## config.mk

```make
export PLATFORM = sky130hd
export DESIGN_NAME = pipe_hazard_ctrl
export DESIGN_NICKNAME = d
export VERILOG_FILES = /design/src/rtl/pipe_hazard_ctrl_pkg.sv /design/src/rtl/pipe_hazard_ctrl_sat_counter.sv /design/src/rtl/pipe_hazard_ctrl.sv
export SDC_FILE = /design/constraint.sdc
export NUM_CORES = 1
export LEC_CHECK = 0
export ABC_AREA = 0
export CORE_MARGIN = 2
export CORE_UTILIZATION = 35
export CTS_BUF_LIST = sky130_fd_sc_hd__clkbuf_8
export DETAILED_ROUTE_END_ITERATION = 10
export PLACE_DENSITY = 0.7
export SLEW_MARGIN = 20
export SYNTH_ARGS = -nofsm -noshare
export SYNTH_HDL_FRONTEND = slang
export SYNTH_SLANG_ARGS = --single-unit
```

## constraint.sdc

```tcl
create_clock -name clk -period 3.45 [get_ports clk]
set_input_delay 0.345 -clock clk [delete_from_list [all_inputs] [get_ports clk]]
set_output_delay 0.345 -clock clk [all_outputs]
set_load 0.03 [all_outputs]
```

## src/rtl/pipe_hazard_ctrl_pkg.sv

```systemverilog
// Shared types and defaults for the pipeline hazard controller.
//   state_t      : sequencer state (RUN, MEM_WAIT)
//   DEF_TIMEOUT  : default MEM_WAIT cycles before mem_timeout is raised
//   DEF_CNT_W    : default performance counter width
package pipe_hazard_ctrl_pkg;

  typedef enum logic {
    RUN      = 1'b0,
    MEM_WAIT = 1'b1
  } state_t;

  localparam int DEF_TIMEOUT = 64;
  localparam int DEF_CNT_W   = 16;

endpackage

```

## src/rtl/pipe_hazard_ctrl_sat_counter.sv

```systemverilog
// Saturating up-counter used for the pipeline performance counters.
//   clk   : system clock, rising edge
//   rst   : asynchronous active-high reset, clears count
//   en    : count this cycle
//   count : current value, holds at all-ones instead of wrapping
module pipe_hazard_ctrl_sat_counter #(
  parameter int W = 16
) (
  input  logic         clk,
  input  logic         rst,
  input  logic         en,
  output logic [W-1:0] count
);

  always_ff @(posedge clk or posedge rst) begin
    if (rst) begin
      count <= '0;
    end else if (en && (count != {W{1'b1}})) begin
      count <= count + 1'b1;
    end
  end

endmodule

```

## src/rtl/pipe_hazard_ctrl.sv

```systemverilog
// Central pipeline sequencer for the 5-stage core. Arbitrates memory stall
// over branch flush over data hazard, remembers branches that resolve during
// a memory stall, flags over-long memory waits and keeps perf counters.
//   clk, rst      : clock (rising edge) and async active-high reset
//   hazard        : data hazard from the hazard detection unit
//   branch_taken  : one-cycle pulse, branch resolved taken in EXE
//   mem_req       : MEM stage holds a load/store
//   mem_ready     : SRAM access completes this cycle
//   freeze_if     : hold PC and IF stage register
//   flush_if      : clear IF stage register
//   bubble_id     : clear ID/EXE register (insert NOP)
//   freeze_all    : hold every pipeline register and the PC
//   mem_timeout   : sticky, a memory wait reached TIMEOUT cycles
//   stall_cycles  : saturating count of frozen cycles
//   flush_events  : saturating count of flush_if cycles
//
// state    | meaning
// RUN      | pipeline flowing, no outstanding multi-cycle access
// MEM_WAIT | waiting on the SRAM controller, pipeline frozen until ready
module pipe_hazard_ctrl
  import pipe_hazard_ctrl_pkg::*;
#(
  parameter int TIMEOUT = DEF_TIMEOUT,
  parameter int CNT_W   = DEF_CNT_W
) (
  input  logic             clk,
  input  logic             rst,
  input  logic             hazard,
  input  logic             branch_taken,
  input  logic             mem_req,
  input  logic             mem_ready,
  output logic             freeze_if,
  output logic             flush_if,
  output logic             bubble_id,
  output logic             freeze_all,
  output logic             mem_timeout,
  output logic [CNT_W-1:0] stall_cycles,
  output logic [CNT_W-1:0] flush_events
);

  localparam int WCW = $clog2(TIMEOUT) + 1;
  localparam logic [WCW-1:0] WAIT_LAST = WCW'(TIMEOUT - 1);

  state_t         state, state_nxt;
  logic           stall_raw;
  logic           flush_eff;
  logic           branch_pending;
  logic [WCW-1:0] wait_cnt;

  always_ff @(posedge clk or posedge rst) begin
    if (rst) state <= RUN;
    else     state <= state_nxt;
  end

  always_comb begin
    state_nxt = state;
    case (state)
      RUN:      if (mem_req && !mem_ready) state_nxt = MEM_WAIT;
      MEM_WAIT: if (mem_ready)             state_nxt = RUN;
      default:                             state_nxt = RUN;
    endcase
  end

  // Mealy stall: an access that completes in its first cycle never freezes.
  assign stall_raw = (state == RUN) ? (mem_req && !mem_ready) : !mem_ready;
  assign flush_eff = (branch_taken || branch_pending) && !stall_raw;

  always_comb begin
    freeze_if  = 1'b0;
    flush_if   = 1'b0;
    bubble_id  = 1'b0;
    freeze_all = 1'b0;
    if (!rst) begin
      if (stall_raw) begin
        freeze_all = 1'b1;
        freeze_if  = 1'b1;
      end else begin
        flush_if  = flush_eff;
        bubble_id = flush_eff || hazard;
        // The flush discards the hazard-causing instruction, so no freeze.
        freeze_if = hazard && !flush_eff;
      end
    end
  end

  // A branch seen while frozen is replayed as a flush on the first free cycle.
  always_ff @(posedge clk or posedge rst) begin
    if (rst)                            branch_pending <= 1'b0;
    else if (stall_raw && branch_taken) branch_pending <= 1'b1;
    else if (!stall_raw)                branch_pending <= 1'b0;
  end

  // Wait counter holds at TIMEOUT-1 so a very long wait cannot wrap it.
  always_ff @(posedge clk or posedge rst) begin
    if (rst) begin
      wait_cnt    <= '0;
      mem_timeout <= 1'b0;
    end else if (state == RUN) begin
      wait_cnt <= '0;
    end else if (!mem_ready) begin
      if (wait_cnt == WAIT_LAST) mem_timeout <= 1'b1;
      else                       wait_cnt    <= wait_cnt + 1'b1;
    end
  end

  pipe_hazard_ctrl_sat_counter #(.W(CNT_W)) u_stall_cnt (
    .clk   (clk),
    .rst   (rst),
    .en    (freeze_all || freeze_if),
    .count (stall_cycles)
  );

  pipe_hazard_ctrl_sat_counter #(.W(CNT_W)) u_flush_cnt (
    .clk   (clk),
    .rst   (rst),
    .en    (flush_if),
    .count (flush_events)
  );

endmodule

```

==> run metrics <==
status finished clean; share of cells above drive strength 1 between 9 and 10%; synthesis-to-layout area growth 30.7%; post-synth top area cell dfrtp_1; Die Y-Extent 79.9 um; Final min period roughly 2.5 ns; post-layout util a little under half; CORE AREA around 5500 um^2; Initial Utilization between 30% and 40%; largest net degree at the start of global routing 23; critical-path maximum fanout 3; synth cell count leaders dfrtp_1, nand2_1, xnor2_1; clock latency on the worst-skew pair ~0.29 ns; CP startpoint kind input pin; Max Buffers Root-to-Sink 2; top cell type's share of synthesized area between 50% and 60%; R2R setup slack roughly 1.5 ns; final setup violation count 0; period utilisation layout 73.9%; Gate Count Post-Synth 186; mean post-synth cell area around 11 um^2; Worst Setup End Kind output port; H-tree levels 2; first-pass GRT wire length between 6000 and 7000 um; Max VDD drop around 0.20 mV; Max Freq ~390 MHz; worst slew pin tran approximately 0.60 ns; IO Port Bufs 42; setup TNS 0 ns; Comb pwr share approximately 30%; Antenna Cells 0; NumNets Final around 240; Seq pwr share a little over two fifths; Synth area leaders dfrtp_1, xnor2_1, xor2_1, nand4_1, nand2_1; Max Cap Viol 0; most frequent cell on the critical path clkdlybuf4s50_1; Iter 0 DRT Violations 51; top_reg_cell synth dfrtp_1; Total Wirelength ~4000 um; die width between 70 and 80 um; Reg clk slew, reported paths around 0.080 ns; vias in the first global route between 1,000 and 1,500; Sink Count 42; routed vias 1,542; critical path class in -> out; PostCTS Resize Cnt 0; register area share after synthesis between 50% and 60%; LEAKAGE roughly 0.0011 uW; Placement Rows 27; async set-reset flop share out of synthesis 100%; Synth cell types 41; detailed-route DRC error count 0; Final Wtd Congestion around 0.78; most frequent cell after synthesis dfrtp_1; syn nets a little under 200; HP Class reg -> reg; Max Slew Vio Count 0; Max-slew headroom about three fifths; skew final roughly 0.0033 ns; clk root buf clkbuf_8; Avg WL per Cell around 13 um; Die ar. around 6400 um^2; RSZ-0062 raised after global routing no; Psw roughly 530 uW; All-Layer GR Usage between 10% and 20%; delay-heaviest family, CP buffers and inverters; TritonCTS Buffers 5; IO Pins 43; sw frac roughly a third; Post-DRT Antenna Nets 0; power per cell area 575 nW/um^2; DPL Wire Length 3100 um; Final Hold Vio Count 0; number of buffers and inverters on the critical path 3; Clock power frac approximately a quarter; Mapped Area around 2000 um^2; DR vias/cell 5.01; drt pass-1 iters 4; gr ovfl total 0; EDFF count, synth 0; critical path's slowest cell clkdlybuf4s50_1; Setup Buffers After CTS 0; Data required, critical path 3.11 ns; Syn. warnings 0; Worst EP arrival 2.20 ns; CTS tree done; Post-CTS Hold Buffers 0; Pint 985 uW; initial antenna violation count 0; Worst path max stage delay approximately 0.67 ns; synthesized flop and latch total 42; crit path cell chain clkdlybuf4s50_1, or3b_1, a21o_1, inv_2, clkdlybuf4s50_1
worst paths after layout:
check | startpoint | endpoint | cells after the start
worst min-delay path | mem_timeout | mem_timeout | 1
min in group asynchronous | rst | u_stall_cnt.count[6] | 3
worst max-delay path | hazard | freeze_if | 5
worst max register to register | u_stall_cnt.count[1] | u_stall_cnt.count[4] | 6
max in group asynchronous | rst | wait_cnt[5] | 3
worst min register to register | mem_timeout | mem_timeout | 1
worst reg2reg max path, cell delays in order, from the launching register on:
cell	delay, ns
dfrtp_1	0.41
ha_1	0.30
nand3_1	0.13
or4_4	0.54
and2_4	0.18
and4_4	0.19
xor2_1	0.13
layout by cell type (no fill, tap or decap), types with 3 or more instances in the layout:
master,instances
nor2b_1,4
ha_1,3
dfrtp_1,42
clkdlybuf4s50_1,42
and3_1,5
xor2_1,11
a21oi_1,4
nor3_1,4
nand2_1,18
clkbuf_8,5
and2_1,4
nand3_1,9
nor2_1,15
xnor2_1,18
inv_1,6
nand4_1,12
area by class of cell:
| class | instances | area, um^2 |
|---|---|---|
| clock buffers | 5 | 68.8 |
| clock inverters | 3 | 41.3 |
| fillers | 547 | 2900 |
| inverters | 6 | 22.5 |
| multi-input cells | 136 | 927 |
| flip-flops and latches | 42 | 1050 |
| well taps | 72 | 90.1 |
| repair buffers | 44 | 435 |
metal layers:
| metal | GRT usage, % | vias up | part of all wire [%] |
|---|---|---|---|
| met5 | 0 | - | 0 |
| met3 | 3.73 | 5 | 3.9 |
| met1 | 19.3 | 754 | 48 |
| met4 | 3.56 | 0 | 0.92 |
| li1 | - | 753 | - |
| met2 | 21.6 | 30 | 47 |
state kept, by name (all words and copies together) (netlist names):
register	count
mem_timeout	1
wait_cnt	7
state	1
u_flush_cnt.count	16
u_stall_cnt.count	16
branch_pending	1
logic make-up (layout without fill, tap and decap cells):
group                      after synthesis  in the layout  synth area share [%]
buffers and inverters                    8             58                  1.92
muxes                                    3              3                  1.80
adders and majority gates                3              3                  1.86
DFF                                     42             42                  52.1
xor gates and xnor gates                29             29                  12.6
and+or+nand+nor                         83             83                  22.6
AOI/OAI and AO/OA                       18             18                  7.13
power groups by stage:
stage                     clock network (uW)  registers [uW]  logic [uW]
after floorplan                            0             792         151
after global placement                     0             675         465
after detailed placement                   0             676         473
after CTS                                394             667         473
after global routing                     423             679         503
final                                    381             667         468
through the flow:
step | total power (uW) | hold WS, ns | instance area (um^2) | worst slack, ns | cells
after floorplan | 943 | 0.469 | 2020 | 1.27 | 186
after global placement | 1140 | 0.449 | 2530 | 0.911 | 300
after detailed placement | 1150 | 0.469 | 2530 | 0.904 | 300
after CTS | 1530 | 0.488 | 2640 | 0.899 | 308
after global routing | 1610 | 0.509 | 2640 | 0.824 | 308
final | 1520 | 0.480 | 2640 | 0.902 | 308
No activity file was read; power rests on OpenSTA's default activity.
